[src/rtl/layer_compositor_if.sv]
// Pixel/control bundle between a video source and the layer compositor.
interface layer_compositor_if #(
   parameter int unsigned N_LAYERS = 4,
   parameter int unsigned CIDXW    = 3
);
   logic                         pix_en;
   logic                         frame;
   logic [N_LAYERS*CIDXW-1:0]    layer_pix;
   logic [CIDXW-1:0]             overlay_pix;
   logic                         clear_fail;
   logic [CIDXW-1:0]             out_pix;
   logic                         out_valid;
   logic                         hit_pulse;
   logic                         fail;
   logic [N_LAYERS-1:0]          collide_map;
   logic [15:0]                  hit_count;

   modport master (
      output pix_en, frame, layer_pix, overlay_pix, clear_fail,
      input  out_pix, out_valid, hit_pulse, fail, collide_map, hit_count
   );

   modport slave (
      input  pix_en, frame, layer_pix, overlay_pix, clear_fail,
      output out_pix, out_valid, hit_pulse, fail, collide_map, hit_count
   );
endinterface

[src/rtl/layer_compositor.sv]
// Priority layer compositor with per-frame player/hazard collision judging.
module layer_compositor #(
   parameter int unsigned N_LAYERS    = 4,
   parameter int unsigned CIDXW       = 3,
   parameter int unsigned HAZARD_MASK = 4'b0110,
   parameter int unsigned HIT_THRESH  = 4
) (
   input  logic               Clk,
   input  logic               Reset_n,
   layer_compositor_if.slave  bus_io
);
   localparam int unsigned CNTW = 16;
   localparam logic [CNTW-1:0] CNT_MAX = '1;
   // Layer 0 is the player and can never be its own hazard.
   localparam logic [N_LAYERS-1:0] HZ = N_LAYERS'(HAZARD_MASK) & ~N_LAYERS'(1);

   if (N_LAYERS < 2 || N_LAYERS > 8) begin : g_bad_layers
      $error("layer_compositor: N_LAYERS must be in 2..8");
   end
   if (CIDXW < 1) begin : g_bad_cidxw
      $error("layer_compositor: CIDXW must be at least 1");
   end
   if (HIT_THRESH < 1 || HIT_THRESH > 65535) begin : g_bad_thresh
      $error("layer_compositor: HIT_THRESH must be in 1..65535");
   end

   typedef enum logic [1:0] {ST_ARMED, ST_RUN, ST_FAILED} state_e;

   state_e               state_q, state_d;
   logic [N_LAYERS-1:0]  nz_c, hit_bits_c;
   logic [CIDXW-1:0]     comp_c;
   logic                 coll_c, judge_hit_c;
   logic [CNTW-1:0]      frame_hits_q, frame_hits_d, hit_count_q, hit_count_d;
   logic [N_LAYERS-1:0]  frame_map_q, frame_map_d, collide_map_q, collide_map_d;
   logic [CIDXW-1:0]     out_pix_q, out_pix_d;
   logic                 out_valid_q, out_valid_d, hit_pulse_q, hit_pulse_d, fail_q, fail_d;

   // Per-pixel priority select and collision detection.
   always_comb begin
      nz_c   = '0;
      comp_c = '0;
      for (int i = int'(N_LAYERS) - 1; i >= 0; i--) begin
         nz_c[i] = |bus_io.layer_pix[i*CIDXW +: CIDXW];
         if (nz_c[i]) comp_c = bus_io.layer_pix[i*CIDXW +: CIDXW];
      end
      coll_c      = bus_io.pix_en & nz_c[0] & (|(nz_c & HZ));
      hit_bits_c  = coll_c ? (nz_c & HZ) : '0;
      judge_hit_c = (frame_hits_q >= CNTW'(HIT_THRESH));
   end

   // State register.
   always_ff @(posedge Clk) begin
      if (!Reset_n) state_q <= ST_ARMED;
      else          state_q <= state_d;
   end

   // Next-state: clear_fail wins over any frame judgement.
   always_comb begin
      state_d = state_q;
      if (bus_io.clear_fail) begin
         state_d = ST_ARMED;
      end else if (bus_io.frame) begin
         case (state_q)
            ST_ARMED: state_d = ST_RUN;
            ST_RUN:   if (judge_hit_c) state_d = ST_FAILED;
            default:  state_d = state_q;
         endcase
      end
   end

   // Output/datapath next values; the pixel on a frame strobe opens the new frame.
   always_comb begin
      out_pix_d     = bus_io.pix_en ? (comp_c | bus_io.overlay_pix) : out_pix_q;
      out_valid_d   = bus_io.pix_en;
      hit_pulse_d   = 1'b0;
      hit_count_d   = hit_count_q;
      collide_map_d = collide_map_q;
      frame_hits_d  = frame_hits_q;
      frame_map_d   = frame_map_q;
      fail_d        = (state_d == ST_FAILED);
      if (bus_io.clear_fail) begin
         collide_map_d = '0;
         frame_hits_d  = '0;
         frame_map_d   = '0;
      end else if (bus_io.frame) begin
         if (state_q == ST_RUN) begin
            collide_map_d = frame_map_q;
            if (judge_hit_c) begin
               hit_pulse_d = 1'b1;
               if (hit_count_q != CNT_MAX) hit_count_d = hit_count_q + CNTW'(1);
            end
         end
         if (state_d == ST_RUN) begin
            frame_hits_d = CNTW'(coll_c);
            frame_map_d  = hit_bits_c;
         end else begin
            frame_hits_d = '0;
            frame_map_d  = '0;
         end
      end else if (state_q == ST_RUN) begin
         if (coll_c && frame_hits_q != CNT_MAX) frame_hits_d = frame_hits_q + CNTW'(1);
         frame_map_d = frame_map_q | hit_bits_c;
      end
   end

   // Registered outputs and frame accumulators.
   always_ff @(posedge Clk) begin
      if (!Reset_n) begin
         out_pix_q     <= '0;
         out_valid_q   <= 1'b0;
         hit_pulse_q   <= 1'b0;
         fail_q        <= 1'b0;
         collide_map_q <= '0;
         hit_count_q   <= '0;
         frame_hits_q  <= '0;
         frame_map_q   <= '0;
      end else begin
         out_pix_q     <= out_pix_d;
         out_valid_q   <= out_valid_d;
         hit_pulse_q   <= hit_pulse_d;
         fail_q        <= fail_d;
         collide_map_q <= collide_map_d;
         hit_count_q   <= hit_count_d;
         frame_hits_q  <= frame_hits_d;
         frame_map_q   <= frame_map_d;
      end
   end

   assign bus_io.out_pix     = out_pix_q;
   assign bus_io.out_valid   = out_valid_q;
   assign bus_io.hit_pulse   = hit_pulse_q;
   assign bus_io.fail        = fail_q;
   assign bus_io.collide_map = collide_map_q;
   assign bus_io.hit_count   = hit_count_q;
endmodule

[src/flat_wrapper.sv]
// flat-port wrapper written by rule: the top's interface ports become plain ports
module layer_compositor_flat 
#(
   parameter int unsigned N_LAYERS    = 4,
   parameter int unsigned CIDXW       = 3,
   parameter int unsigned HAZARD_MASK = 4'b0110,
   parameter int unsigned HIT_THRESH  = 4
)
  (Clk, Reset_n, bus_io_pix_en, bus_io_frame, bus_io_layer_pix, bus_io_overlay_pix, bus_io_clear_fail, bus_io_out_pix, bus_io_out_valid, bus_io_hit_pulse, bus_io_fail, bus_io_collide_map, bus_io_hit_count);
  layer_compositor_if #(.N_LAYERS(N_LAYERS), .CIDXW(CIDXW)) bus_io_i ();
  input  logic Clk;
  input  logic Reset_n;
  input wire logic [$bits(bus_io_i.pix_en)-1:0] bus_io_pix_en;
  input wire logic [$bits(bus_io_i.frame)-1:0] bus_io_frame;
  input wire logic [$bits(bus_io_i.layer_pix)-1:0] bus_io_layer_pix;
  input wire logic [$bits(bus_io_i.overlay_pix)-1:0] bus_io_overlay_pix;
  input wire logic [$bits(bus_io_i.clear_fail)-1:0] bus_io_clear_fail;
  output wire logic [$bits(bus_io_i.out_pix)-1:0] bus_io_out_pix;
  output wire logic [$bits(bus_io_i.out_valid)-1:0] bus_io_out_valid;
  output wire logic [$bits(bus_io_i.hit_pulse)-1:0] bus_io_hit_pulse;
  output wire logic [$bits(bus_io_i.fail)-1:0] bus_io_fail;
  output wire logic [$bits(bus_io_i.collide_map)-1:0] bus_io_collide_map;
  output wire logic [$bits(bus_io_i.hit_count)-1:0] bus_io_hit_count;
  assign bus_io_i.pix_en = bus_io_pix_en;
  assign bus_io_i.frame = bus_io_frame;
  assign bus_io_i.layer_pix = bus_io_layer_pix;
  assign bus_io_i.overlay_pix = bus_io_overlay_pix;
  assign bus_io_i.clear_fail = bus_io_clear_fail;
  assign bus_io_out_pix = bus_io_i.out_pix;
  assign bus_io_out_valid = bus_io_i.out_valid;
  assign bus_io_hit_pulse = bus_io_i.hit_pulse;
  assign bus_io_fail = bus_io_i.fail;
  assign bus_io_collide_map = bus_io_i.collide_map;
  assign bus_io_hit_count = bus_io_i.hit_count;
  layer_compositor #(.N_LAYERS(N_LAYERS), .CIDXW(CIDXW), .HAZARD_MASK(HAZARD_MASK), .HIT_THRESH(HIT_THRESH)) u_core (.Clk(Clk), .Reset_n(Reset_n), .bus_io(bus_io_i));
endmodule
[config.mk]
export PLATFORM = sky130hd
export DESIGN_NAME = layer_compositor_flat
export DESIGN_NICKNAME = d
export VERILOG_FILES = /design/src/rtl/layer_compositor_if.sv /design/src/rtl/layer_compositor.sv /design/src/flat_wrapper.sv
export SDC_FILE = /design/constraint.sdc
export NUM_CORES = 1
export LEC_CHECK = 0
export CORE_MARGIN = 4
export CORE_UTILIZATION = 54
export CTS_CLUSTER_SIZE = 30
export DETAILED_ROUTE_END_ITERATION = 16
export PLACE_DENSITY_LB_ADDON = 0.25
export SYNTH_ARGS = -nofsm -noshare
export SYNTH_HDL_FRONTEND = slang
export SYNTH_SLANG_ARGS = --single-unit
[constraint.sdc]
create_clock -name Clk -period 3 [get_ports Clk]
set_input_delay 0.6 -clock Clk [delete_from_list [all_inputs] [get_ports Clk]]
set_output_delay 0.6 -clock Clk [all_outputs]
set_load 0.01 [all_outputs]
==> flow_metrics.env <==
export IMPL_synth_edf_count=0
export IMPL_netlist_area_um2=2158
export IMPL_ctsHoldBuffers=0
export IMPL_postCtsSetupRepairBufs=0
export IMPL_switchingPower_uw=239.3
export IMPL_cts_buffer_depth=2
export IMPL_row_count=22
export IMPL_synth_main_ff_cell="dfxtp_1"
export IMPL_path_class="in2reg"
export IMPL_slew_headroom=0.6675
export IMPL_rrSetupSlack_ns=0.82
export IMPL_whs_path_depth=2
export IMPL_yosysWarnings=0
export IMPL_gp_congestion=0.8072
export IMPL_ys_seq_elements=44
export IMPL_port_buffers=43
export IMPL_cts_resized_gates=0
export IMPL_nNetsFinal=331
export IMPL_die_area_um2=5072
export IMPL_min_period_over_period=0.8234
export IMPL_swShare=0.2092
export IMPL_clkTransAtPathRegs_ns=0.08
export IMPL_drtIter0Drc=214
export IMPL_slew_violations=0
export IMPL_layout_commonest_cell="dfxtp_1"
export IMPL_syn_to_final_growth_pct=26.72
export IMPL_synth_cell_types=40
export IMPL_p_seq_frac=0.519
export IMPL_regArea_um2=880.8
export IMPL_fmax_mhz=404.8
export IMPL_clock_sinks=44
export IMPL_critPathMaxFanout=30
export IMPL_final_cell_mix="dfxtp_1, clkdlybuf4s50_1, nor2_1"
export IMPL_grt_first_pass_wirelength_um=8169
export IMPL_ir_worst_vdd_uv=383.3
export IMPL_h_tree_depth=2
export IMPL_multi_input_area_um2=1179
export IMPL_endpoint_kind="flip-flop"
export IMPL_power_frac_clock=0.411
export IMPL_hp_class="reg2reg"
export IMPL_wl_per_cell_um=13.66
export IMPL_period_minus_slack_ns=2.470
export IMPL_crit_arrival_ns=2.69
export IMPL_hold_start="u_core.bus_io.collide_map[1]"
export IMPL_antenna_found_initial=0
export IMPL_drive_gt1_frac=0.04854
export IMPL_gr_total_overflow=0
export IMPL_clock_latency_ns=0.29
export IMPL_setup_viol=0
export IMPL_maxCapViolations=0
export IMPL_p_leak_nw=0.8307
export IMPL_power_density_nw_per_um2=418.2
export IMPL_syn_inst=267
export IMPL_via_per_inst=5.742
export IMPL_dieWidth_um=71.22
export IMPL_reg2reg_depth=5
export IMPL_finalSetupTns_ns=0
export IMPL_route_detailed_drc=0
export IMPL_critPathLaunchType="input port"
export IMPL_cts_root_buf="clkbuf_8"
export IMPL_die_y_um=71.22
export IMPL_rsz0062_at_grt="false"
export IMPL_core_area_um2=3771
export IMPL_final_cells=357
export IMPL_async_reset_ff_frac=0
export IMPL_fill_cells=300
export IMPL_num_vias=2050
export IMPL_grt_max_degree=31
export IMPL_fin_worst_skew_ns=0.01102
export IMPL_power_frac_comb=0.070
export IMPL_internal_power_uw=904.6
export IMPL_ios=46
export IMPL_numCtsBuffers=5
export IMPL_wl_um=4875
export IMPL_worst_slew_pin_slew_ns=0.4949
export IMPL_hold_end="u_core.bus_io.collide_map[1]"
export IMPL_dp_hpwl_um=3496
export IMPL_postRouteAntennaNets=0
export IMPL_r2r_start="u_core.frame_hits_q[2]"
export IMPL_post_synth_cell_area_avg_um2=8.084
export IMPL_finalHoldViolCount=0
export IMPL_ys_seq_area_frac=0.4081
export IMPL_dp_cells=349
export IMPL_diodes=0
export IMPL_cts_tree="done"
export IMPL_status="finished clean"
export IMPL_initial_core_util=0.5723
export IMPL_grt_total_usage=0.1950
export IMPL_grt_pass1_vias=1855
export IMPL_firstDrtPassIters=4
export IMPL_r2r_end="u_core.bus_io.hit_count[13]"
export IMPL_worstPathRequired_ns=3.22
worst max path at each step:
stage,from,endpoint,slack [ns],depth (start not counted)
3_3_place_gp,bus_io_frame,u_core.bus_io.hit_count[13],0.30,5
4_1_cts,bus_io_frame,u_core.bus_io.hit_count[13],0.52,5
6_report,bus_io_frame,u_core.bus_io.hit_count[13],0.53,5
2_1_floorplan,bus_io_frame,u_core.bus_io.hit_count[11],0.99,5
5_1_grt,bus_io_frame,u_core.bus_io.hit_count[11],0.40,5
3_5_place_dp,bus_io_frame,u_core.bus_io.hit_count[13],0.22,5
cells in the mapped netlist, drive strengths merged, types with 2 or more instances:
| library cell | n | share of area |
|---|---|---|
| a2111o | 2 | 0.010 |
| a211oi | 4 | 0.014 |
| a21oi | 25 | 0.058 |
| a32oi | 2 | 0.0081 |
| and4 | 3 | 0.013 |
| buf | 3 | 0.012 |
| clkbuf | 11 | 0.020 |
| dfxtp | 44 | 0.41 |
| ha | 3 | 0.017 |
| inv | 9 | 0.016 |
| nand2 | 20 | 0.035 |
| nand2b | 4 | 0.012 |
| nand3 | 11 | 0.026 |
| nand4 | 9 | 0.026 |
| nor2 | 31 | 0.054 |
| nor2b | 2 | 0.0058 |
| nor3 | 9 | 0.021 |
| nor3b | 2 | 0.0070 |
| nor4 | 8 | 0.023 |
| nor4b | 2 | 0.0081 |
| o21ai | 15 | 0.035 |
| o31ai | 8 | 0.028 |
| or3 | 8 | 0.023 |
| or4 | 9 | 0.033 |
| xnor2 | 11 | 0.045 |
| xor2 | 2 | 0.0081 |
through the flow:
stage	cell area (µm²)	util	setup slack [ns]	power [mW]	hold slack, ns
6_report	2735	0.7253	0.5297	1.144	0.4584
5_1_grt	2735	0.7253	0.3961	1.196	0.4923
4_1_cts	2735	0.7253	0.5194	1.153	0.4573
3_5_place_dp	2614	0.6931	0.2168	0.6871	0.4459
3_3_place_gp	2614	0.6931	0.3036	0.6858	0.4448
2_1_floorplan	2162	-	0.9882	0.6415	0.4315
area by class of cell:
cell class,instances,area share
clock buffer,6,0.03019
clock inverter,2,0.01418
inverter,9,0.01235
multi-input combinational,201,0.4309
sequential,44,0.3220
tap,48,0.02196
timing repair buffer,47,0.1683
kinds of logic (layout without fill, tap and decap cells):
group	count (synthesis)	after routing	share of synthesized area
simple gates	121	121	0.2968
compound gates	61	61	0.1710
xor+xnor	13	13	0.05275
other cells	1	2	0.001737
flops	44	44	0.4081
mux	1	1	0.004638
fa+ha+maj	3	3	0.01739
buf+inv	23	64	0.04753
power groups by stage:
stage | clock [mW] | sequential, mW | combinational [mW]
4_1_cts | 0.479 | 0.594 | 0.0803
5_1_grt | 0.513 | 0.595 | 0.0875
3_3_place_gp | 0 | 0.607 | 0.0788
6_report | 0.470 | 0.594 | 0.0802
2_1_floorplan | 0 | 0.608 | 0.0331
3_5_place_dp | 0 | 0.607 | 0.0798
metal layers:
metal  up-vias  part of all wire  global-route usage
met4         0            0.0086             0.05219
met2        52              0.49              0.3255
li1       1049                 -                   -
met5         -                 0                   0
met1       940              0.45              0.2568
met3         9             0.047             0.03927
sequential cells by signal, indices dropped and copies added (netlist names):
signal,count
u_core.bus_io.collide_map,2
u_core.bus_io.fail,1
u_core.bus_io.hit_count,16
u_core.bus_io.hit_pulse,1
u_core.bus_io.out_pix,3
u_core.bus_io.out_valid,1
u_core.frame_hits_q,16
u_core.frame_map_q,2
u_core.state_q,2
worst max-delay path, stage by stage:
cell and delay (ns):
clkdlybuf4s50_1 0.54, nand3_1 0.17, or4_4 0.67, or4_1 0.54, a21oi_1 0.16
Power figures use the tool's default switching activity.
